--- config.mk ---
export PLATFORM = sky130hd
export DESIGN_NAME = fetch_unit
export DESIGN_NICKNAME = d
export VERILOG_FILES = /design/src/rtl/fetch_pkg.sv /design/src/rtl/fetch_queue.sv /design/src/rtl/fetch_unit.sv
export SDC_FILE = /design/constraint.sdc
export NUM_CORES = 1
export LEC_CHECK = 0
export CAP_MARGIN = 40
export CORE_MARGIN = 1.5
export CORE_UTILIZATION = 59
export DETAILED_ROUTE_END_ITERATION = 10
export GPL_ROUTABILITY_DRIVEN = 0
export GPL_TIMING_DRIVEN = 0
export PLACE_DENSITY = 0.85
export SYNTH_ARGS = -nofsm -noshare
export SYNTH_HDL_FRONTEND = slang
export SYNTH_SLANG_ARGS = --single-unit
--- constraint.sdc ---
create_clock -name clk -period 6.1 [get_ports clk]
set_input_delay 1.525 -clock clk [delete_from_list [all_inputs] [get_ports clk]]
set_output_delay 1.525 -clock clk [all_outputs]
set_load 0.01 [all_outputs]
--- src/rtl/fetch_pkg.sv ---
// Shared types and constants for the instruction fetch unit and its queue.
package fetch_pkg;

  localparam int unsigned XLEN = 32;
  localparam logic [XLEN-1:0] RESET_PC_DEFAULT = 32'h0000_0000;

  typedef struct packed {
    logic [XLEN-1:0] pc;
    logic [XLEN-1:0] inst;
  } fetch_entry_t;

  typedef enum logic {
    FETCH = 1'b0,
    DRAIN = 1'b1
  } fetch_state_e;

  function automatic logic [XLEN-1:0] word_align(input logic [XLEN-1:0] addr);
    return {addr[XLEN-1:2], 2'b00};
  endfunction

endpackage

--- src/rtl/fetch_queue.sv ---
// Synchronous instruction FIFO with flush; head is presented as zero when empty.
module fetch_queue
  import fetch_pkg::*;
#(
  parameter int unsigned DEPTH = 4,
  localparam int unsigned AW = $clog2(DEPTH),
  localparam int unsigned CW = AW + 1
) (
  input  logic         clk,
  input  logic         rst_n,
  input  logic         i_flush,
  input  logic         i_push,
  input  fetch_entry_t i_push_entry,
  input  logic         i_pop,
  output logic         o_valid,
  output fetch_entry_t o_head,
  output logic [CW-1:0] o_count
);

  fetch_entry_t  r_mem [DEPTH];
  logic [AW-1:0] r_wr_ptr;
  logic [AW-1:0] r_rd_ptr;
  logic [CW-1:0] r_count;
  logic          w_do_push;
  logic          w_do_pop;

  assign w_do_pop  = i_pop && (r_count != '0);
  // A push into a full queue is legal when the head leaves in the same cycle.
  assign w_do_push = i_push && ((r_count != CW'(DEPTH)) || w_do_pop);

  // NOTE: sequential state uses non-blocking assignments so every register samples pre-edge values.
  always_ff @(posedge clk or negedge rst_n) begin
    if (!rst_n) begin
      r_wr_ptr <= '0;
      r_rd_ptr <= '0;
      r_count  <= '0;
    end else if (i_flush) begin
      r_wr_ptr <= '0;
      r_rd_ptr <= '0;
      r_count  <= '0;
    end else begin
      if (w_do_push) r_wr_ptr <= r_wr_ptr + AW'(1);
      if (w_do_pop)  r_rd_ptr <= r_rd_ptr + AW'(1);
      r_count <= r_count + CW'(w_do_push) - CW'(w_do_pop);
    end
  end

  // NOTE: the storage array has no reset; occupancy comes from r_count and the head is masked when empty.
  always_ff @(posedge clk) begin
    if (w_do_push && !i_flush) r_mem[r_wr_ptr] <= i_push_entry;
  end

  assign o_valid = (r_count != '0);
  assign o_head  = o_valid ? r_mem[r_rd_ptr] : '0;
  assign o_count = r_count;

endmodule

--- src/rtl/fetch_unit.sv ---
// Instruction fetch front end: credit-limited request issue, in-order response
// capture into a queue, and redirect handling that drains stale responses.
module fetch_unit
  import fetch_pkg::*;
#(
  parameter logic [XLEN-1:0] RESET_PC = RESET_PC_DEFAULT,
  parameter int unsigned     QDEPTH   = 4,
  parameter int unsigned     MAX_OUT  = 2
) (
  input  logic            clk,
  input  logic            rst_n,
  input  logic            redirect_valid,
  input  logic [XLEN-1:0] redirect_pc,
  output logic            imem_req_valid,
  input  logic            imem_req_ready,
  output logic [XLEN-1:0] imem_req_addr,
  input  logic            imem_rsp_valid,
  input  logic [XLEN-1:0] imem_rsp_data,
  output logic            inst_valid,
  input  logic            inst_ready,
  output logic [XLEN-1:0] inst_data,
  output logic [XLEN-1:0] inst_pc
);

  localparam int unsigned OW = $clog2(MAX_OUT + 1);
  localparam int unsigned CW = $clog2(QDEPTH) + 1;

  fetch_state_e    r_state;
  fetch_state_e    w_state_nxt;
  logic [XLEN-1:0] r_fetch_pc;
  logic [XLEN-1:0] w_fetch_pc_nxt;
  logic [OW-1:0]   r_outstanding;
  logic [OW-1:0]   w_outstanding_nxt;
  logic [OW-1:0]   r_discard_cnt;
  logic [OW-1:0]   w_discard_nxt;
  logic            r_run;
  logic            w_credit_ok;
  logic            w_req_hs;
  logic            w_rsp_take;
  logic            w_push;
  logic            w_pop;
  logic [XLEN-1:0] w_rsp_pc;
  logic            w_q_valid;
  logic [CW-1:0]   w_q_count;
  fetch_entry_t    w_q_head;
  fetch_entry_t    w_push_entry;

  // Every outstanding request must have a guaranteed queue slot for its response.
  assign w_credit_ok = (32'(r_outstanding) < MAX_OUT) &&
                       ((32'(r_outstanding) + 32'(w_q_count)) < QDEPTH);

  assign imem_req_valid = r_run && (r_state == FETCH) && w_credit_ok;
  assign imem_req_addr  = r_fetch_pc;
  assign w_req_hs       = imem_req_valid && imem_req_ready;
  assign w_rsp_take     = imem_rsp_valid && (r_outstanding != '0);
  assign w_push         = w_rsp_take && (r_state == FETCH) && !redirect_valid;
  assign w_pop          = w_q_valid && inst_ready;

  // In FETCH all outstanding requests are consecutive words ending just below fetch_pc.
  assign w_rsp_pc           = r_fetch_pc - (XLEN'(r_outstanding) << 2);
  assign w_push_entry.pc    = w_rsp_pc;
  assign w_push_entry.inst  = imem_rsp_data;

  // NOTE: every always_comb output gets a default first so no path can infer a latch.
  always_comb begin
    w_fetch_pc_nxt    = r_fetch_pc;
    w_outstanding_nxt = r_outstanding + OW'(w_req_hs) - OW'(w_rsp_take);
    w_discard_nxt     = r_discard_cnt;
    if (w_req_hs) w_fetch_pc_nxt = r_fetch_pc + XLEN'(4);
    if ((r_state == DRAIN) && w_rsp_take) w_discard_nxt = r_discard_cnt - OW'(1);
    if (redirect_valid) begin
      w_fetch_pc_nxt = word_align(redirect_pc);
      w_discard_nxt  = w_outstanding_nxt;
    end
    w_state_nxt = (w_discard_nxt != '0) ? DRAIN : FETCH;
  end

  always_ff @(posedge clk or negedge rst_n) begin
    if (!rst_n) r_state <= FETCH;
    else        r_state <= w_state_nxt;
  end

  always_ff @(posedge clk or negedge rst_n) begin
    if (!rst_n) begin
      r_run         <= 1'b0;
      r_fetch_pc    <= RESET_PC;
      r_outstanding <= '0;
      r_discard_cnt <= '0;
    end else begin
      r_run         <= 1'b1;
      r_fetch_pc    <= w_fetch_pc_nxt;
      r_outstanding <= w_outstanding_nxt;
      r_discard_cnt <= w_discard_nxt;
    end
  end

  fetch_queue #(
    .DEPTH (QDEPTH)
  ) u_queue (
    .clk          (clk),
    .rst_n        (rst_n),
    .i_flush      (redirect_valid),
    .i_push       (w_push),
    .i_push_entry (w_push_entry),
    .i_pop        (w_pop),
    .o_valid      (w_q_valid),
    .o_head       (w_q_head),
    .o_count      (w_q_count)
  );

  assign inst_valid = w_q_valid;
  assign inst_data  = w_q_head.inst;
  assign inst_pc    = w_q_head.pc;

endmodule

==> qor.csv, run 1 <==
metric;value;unit
Clk pin slew, worst setup/hold paths;60;ps
Hold Crit Endpoint;u_queue.r_wr_ptr[0]$_DFFE_PN0P_;
RSZ-0062 raised after global routing;false;
Max clock buf depth;3;
dpl hpwl;17000;um
Initial Util;60.8;%
CP Capture Type;output pin;
critical path's slowest cell;clkbuf_1;
aggregate global-route resource usage;23.6;%
largest net degree at the start of global routing;59;
Synth Flop Type;edfxtp_1;
CP cell instances;clkbuf_1 > buf_2 > mux4_2 > and2_1 > clkdlybuf4s50_1;
Max-Cap Viols;0;
ANT cells;0;
R2R setup slack;3050;ps
Die Wd;148;um
synthesis-stage register bit count;291;
Hold Vio Cnt, Final;0;
yosys synthesis warning count;0;
setup tns final;0;ps
Slew HR;46.9;%
setup bufs post-CTS;0;
Die ar.;22000;um^2
critical path depth;5;
H-tree Lvls;1;
status;completed;
clock skew;11.7;ps
via count;7207;
clock tree root buffer cell;clkbuf_16;
Routed WL;25400;um
Peak Freq;213;MHz
Yosys cell types;50;
fin util;75.4;%
total gr overflow;0;
Area Growth Syn to Fin;24.0;%
largest family of logic cells by synthesized area;multiplexers;
post-CTS resize count;0;
Remaining DRCs;0;
r2r endpoint;u_queue.r_mem[3][63]$_DFFE_PP_;
XOR/XNOR Fraction of Synth Area;4.15;%
number of CTS-inserted buffers;29;
min-delay worst type;reg -> reg;
Crit path required time;4580;ps
wire per inst;20.2;um
Buffers on Ports;160;
power per cell area;379;nW/um^2
layout cells sized above 1;15.0;%
CP bufs+invs;3;
largest area contributor in the netlist;edfxtp_1;
initial antenna violation count;0;
Design Power;5.86;mW
final setup fails;0;
Lkg Pwr;5.16;nW
Vias/cell;5.73;
critical-path maximum fanout;10;
top cell type's share of synthesized area;59.8;%
netlist area before placement;12500;um^2
Synth Instances;765;
Post-Syn Area per Cell;16.3;um^2
R2R cell count;8;
Adder-Cell Fraction of Synth Area;1.53;%
Startpoint Class;flop;
mux cell area share after synthesis;11.6;%
Die Y;148;um
delay of the slowest critical-path stage;600;ps
I/O pin count;168;
minimum clock period;4700;ps
final net count;1049;
reg2reg start;r_outstanding[1]$_DFF_PN0_;
max-slew violations;0;
highest ir drop seen on vdd;0.000193;V
antenna viol nets, final;0;
Worst Hold Depth;1;
Synth Area in Compound Gates;1.70;%
largest cells by area after synthesis;edfxtp_1, mux4_2, dfrtp_1, and2_1, xnor2_1;
CTS tree;done;
synth cell count leaders;edfxtp_1, and2_1, mux4_2, xnor2_1, nand2_1;
Core Region;20500;um^2
hold_sp;u_queue.r_wr_ptr[0]$_DFFE_PN0P_;
worst skew pair latency;530;ps
hold buffers post-CTS;0;
asr flop ratio synth;14.8;%
# clock sinks;291;
initial DRC count;528;
Post-synth EDFFs;248;
count leader, synth;edfxtp_1;
Final period util;77.1;%
simple-gate share of the synthesized area;10.1;%
first-pass GRT wire length;39800;um
TritonRoute pass-1 iters;4;
Seq/Total Area, Yosys;68.4;%
# rows;52;
crit path kind;reg -> out;
Worst Max-Slew Pin Slew;796;ps
vias in the first global route;7340;
CP top delay family;buffers and inverters;
Arr. time, crit path;3180;ps
report_power, final:
group          switching (mW)  internal [mW]  leakage [nW]
Clock                   0.702          0.981         0.439
Sequential             0.0771           2.30          2.76
Combinational           0.832          0.968          1.97
layout by cell type (no fill, tap or decap), types with 17 or more instances in the layout:
cell type,synthesis,layout
mux4_2,62,62
and2_1,69,65
edfxtp_1,248,248
dfrtp_1,43,43
xnor2_1,49,49
nand2_1,46,46
nor2_1,26,26
clkbuf_16,0,29
o21ai_0,29,29
clkdlybuf4s50_1,0,159
inv_1,17,17
clkbuf_1,25,32
nand3_1,19,19
routing by layer:
layer	wire length (um)	track usage, %	vias to the layer above	part of all wire (%)
met3	1680	3.34	44	6.6
met4	484	5.35	0	1.9
met1	10500	33.1	3608	41
li1	-	-	3284	-
met2	12700	40.0	271	50
met5	0	0	-	0
worst reg2reg max path: cells and delay by family (launching register included):
kind,cells,cell delay (ps)
flops,1,540
buf+inv,2,410
fa+ha+maj,1,270
simple gates,4,1140
xor+xnor,1,430
kinds of logic (layout without fill, tap and decap cells):
logic type,count (synthesis),after routing
mux,67,67
flops,291,291
simple gates,227,227
other cells,2,5
xor+xnor,59,59
buf+inv,66,285
fa+ha+maj,14,14
compound gates,39,39
stage by stage:
step	setup WS (ps)	cell area [um^2]	instances	hold slack (ps)
2_1_floorplan	1890	12500	768	503
3_3_place_gp	190	14400	1198	535
3_5_place_dp	1860	14500	1203	544
4_1_cts	1330	15500	1256	553
5_1_grt	1210	15500	1257	577
6_report	1400	15500	1257	553
how the worst max path moves through the flow:
stage                                    startpoint                             to  slack, ps
finish              u_queue.r_rd_ptr[0]$_DFFE_PN0P_                  inst_data[23]       1400
global route        u_queue.r_rd_ptr[0]$_DFFE_PN0P_                  inst_data[25]       1210
CTS                 u_queue.r_rd_ptr[0]$_DFFE_PN0P_                    inst_pc[22]       1330
detailed placement                   imem_rsp_valid  u_queue.r_mem[0][5]$_DFFE_PP_       1860
global placement                     imem_rsp_valid  u_queue.r_mem[1][5]$_DFFE_PP_        190
floorplan                            redirect_valid  u_queue.r_mem[0][0]$_DFFE_PP_       1890
area by class of cell:
| type | instances | area, um^2 |
|---|---|---|
| timing repair buffer | 166 | 1720 |
| clock inverter | 15 | 131 |
| inverter | 18 | 67.6 |
| sequential | 291 | 8520 |
| tap | 270 | 338 |
| buffer | 48 | 233 |
| fill | 1218 | 5040 |
| clock buffer | 38 | 779 |
| multi-input combinational | 411 | 3660 |
flip-flops by register name, indices dropped and copies added (netlist names):
name and cells:
r_state 1, u_queue.r_rd_ptr 2, u_queue.r_mem 248, r_run 1, u_queue.o_count 3, r_outstanding 2
u_queue.r_wr_ptr 2, r_discard_cnt 2, imem_req_addr 30
(Power assumes the default switching activity.)
==> inputs of run 2 (changes only) <==
Settings changed: CORE_UTILIZATION 59 to 55, PLACE_DENSITY 0.85 to 0.8.
Clock period 6.1 ns to 4.88 ns, I/O delays scaled along.
==> qor.csv, run 2 (synthesis results as in run 1) <==
metric;value;unit;change
Startpoint Class;flop;;
Remaining DRCs;0;;unchanged
Largest register FFs;248;;unchanged
Die ar.;23600;um^2;+7.1%
initial DRC count;479;;-9.3%
Core Region;22000;um^2;+7.5%
dpl hpwl;17100;um;+1.1%
status;completed;;
total gr overflow;0;;unchanged
clock tree root buffer cell;clkbuf_16;;
crit path kind;reg -> out;;
I/O pin count;168;;unchanged
Peak Freq;231;MHz;
highest ir drop seen on vdd;0.000292;V;+51%
Die Y;154;um;+3.5%
critical-path maximum fanout;10;;unchanged
hold_sp;u_queue.r_wr_ptr[0]$_DFFE_PN0P_;;
R2R setup slack;1760;ps;-1290 ps
H-tree Lvls;1;;unchanged
Routed WL;25600;um;+0.73%
Fill cells;1386;;+14%
# clock sinks;291;;unchanged
Worst Hold Depth;1;;unchanged
post-CTS resize count;0;;unchanged
Global Route met1 Usage;30.4;%;-2.8 points
most common cell after layout, fill and taps aside;edfxtp_1;;
vias in the first global route;7262;;-1.1%
layout cells sized above 1;15.6;%;+0.58 points
R2R cell count;8;;unchanged
max-slew violations;0;;unchanged
CTS tree;done;;
Crit path required time;3660;ps;-920 ps
TritonRoute pass-1 iters;5;;+1
Die Wd;154;um;+3.5%
Worst Max-Slew Pin Slew;759;ps;-37.4 ps
number of CTS-inserted buffers;29;;unchanged
Design Power;7.73;mW;+32%
Arr. time, crit path;3110;ps;-70 ps
met2 usage;38.1;%;-1.9 points
busiest layer in global routing;met2;;
# rows;54;;+3.8%
aggregate global-route resource usage;22.2;%;-1.4 points
wire per inst;20.2;um;-0.22%
worst skew pair latency;540;ps;about the same
RSZ-0062 raised after global routing;false;;
Slew HR;48.7;%;+1.8 points
power per cell area;493;nW/um^2;+30%
Hold Vio Cnt, Final;0;;unchanged
final net count;1050;;+0.095%
crit path from;u_queue.r_rd_ptr[0]$_DFFE_PN0P_;;
clock skew;12.4;ps;+0.725 ps
via count;7097;;-1.5%
ANT cells;0;;unchanged
Hold Crit Endpoint;u_queue.r_wr_ptr[0]$_DFFE_PN0P_;;
Final period util;88.6;%;
Max clock buf depth;3;;unchanged
hold buffers post-CTS;0;;unchanged
most frequent cells in the layout;edfxtp_1, clkdlybuf4s50_1, and2_1;;
setup bufs post-CTS;0;;unchanged
global routing usage on met3;3.16;%;-0.19 points
reg2reg start;r_outstanding[1]$_DFF_PN0_;;
final setup fails;0;;unchanged
Max-Cap Viols;0;;unchanged
Top reg by flops;u_queue.r_mem;;
Vias/cell;5.59;;-2.5%
initial antenna violation count;0;;unchanged
Lkg Pwr;5.27;nW;+2.1%
Clk pin slew, worst setup/hold paths;60;ps;about the same
minimum clock period;4330;ps;
antenna viol nets, final;0;;unchanged
Area Growth Syn to Fin;25.8;%;
r2r endpoint;u_queue.r_mem[3][63]$_DFFE_PP_;;
first-pass GRT wire length;40200;um;+1.1%
Initial Util;56.6;%;-4.2 points
CP Capture Type;output pin;;
min-delay worst type;reg -> reg;;
largest net degree at the start of global routing;58;;-1.7%
Buffers on Ports;160;;unchanged
placed insts;1214;;+0.91%
final cell count without fillers;1269;;+0.95%
-- run 2: cell types whose count changed in the layout (fill, tap and decap cells not counted), sizes merged --
cell / change
buf: +1
clkinvlp: -3
clkbuf: -1
inv: +1
clkinv: -3
bufinv: +7
-- run 2: where the power goes --
group	leakage [nW]	internal, mW	switching [mW]
Combinational	1.97	1.22	1.04
Sequential	2.76	2.87	0.0955
Clock	0.540	1.61	0.899
Total	5.27	5.70	2.03
-- run 2: worst max-delay path, cell delays in order, from the launching register on --
cell             delay [ps]
dfrtp_1                 320
clkbuf_1                520
buf_2                   450
mux4_2                  580
and2_1                  210
clkdlybuf4s50_1         490
-- run 2: area by class of cell --
class                   count  area (um^2)  area share (%)
inverters                  18         67.6           0.431
clock buffers              37          786            5.01
well taps                 280          350            2.24
plain buffers              48          233            1.48
multi-input cells         411         3660            23.3
repair buffers            167         1740            11.1
flip-flops and latches    291         8520            54.4
clock inverters            17          319            2.04
-- run 2: metal layers --
metal | wire length (um) | vias up
met5 | 0 | -
met3 | 1430 | 39
met1 | 10800 | 3542
met4 | 469 | 0
li1 | - | 3286
met2 | 12900 | 230
-- run 2: worst max path at each step --
stage,endpoint,slack [ps]
after global routing,inst_pc[20],370
final,inst_pc[20],550
after floorplan,u_queue.r_mem[0][0]$_DFFE_PP_,980
after CTS,inst_pc[20],440
after detailed placement,u_queue.r_mem[2][6]$_DFFE_PP_,970
after global placement,u_queue.r_mem[0][8]$_DFFE_PP_,-710
-- run 2: per-stage QoR --
step / setup WS (ps) / instance area [um^2] / setup TNS, ps / hold slack (ps) / util, %
floorplan: 977 / 12500 / 0 / 503 / -
global placement: -708 / 14400 / -169510 / 531 / 65.5
detailed placement: 971 / 14600 / 0 / 536 / 66.1
CTS: 443 / 15700 / 0 / 546 / 71.1
global route: 368 / 15700 / 0 / 556 / 71.2
finish: 555 / 15700 / 0 / 540 / 71.2
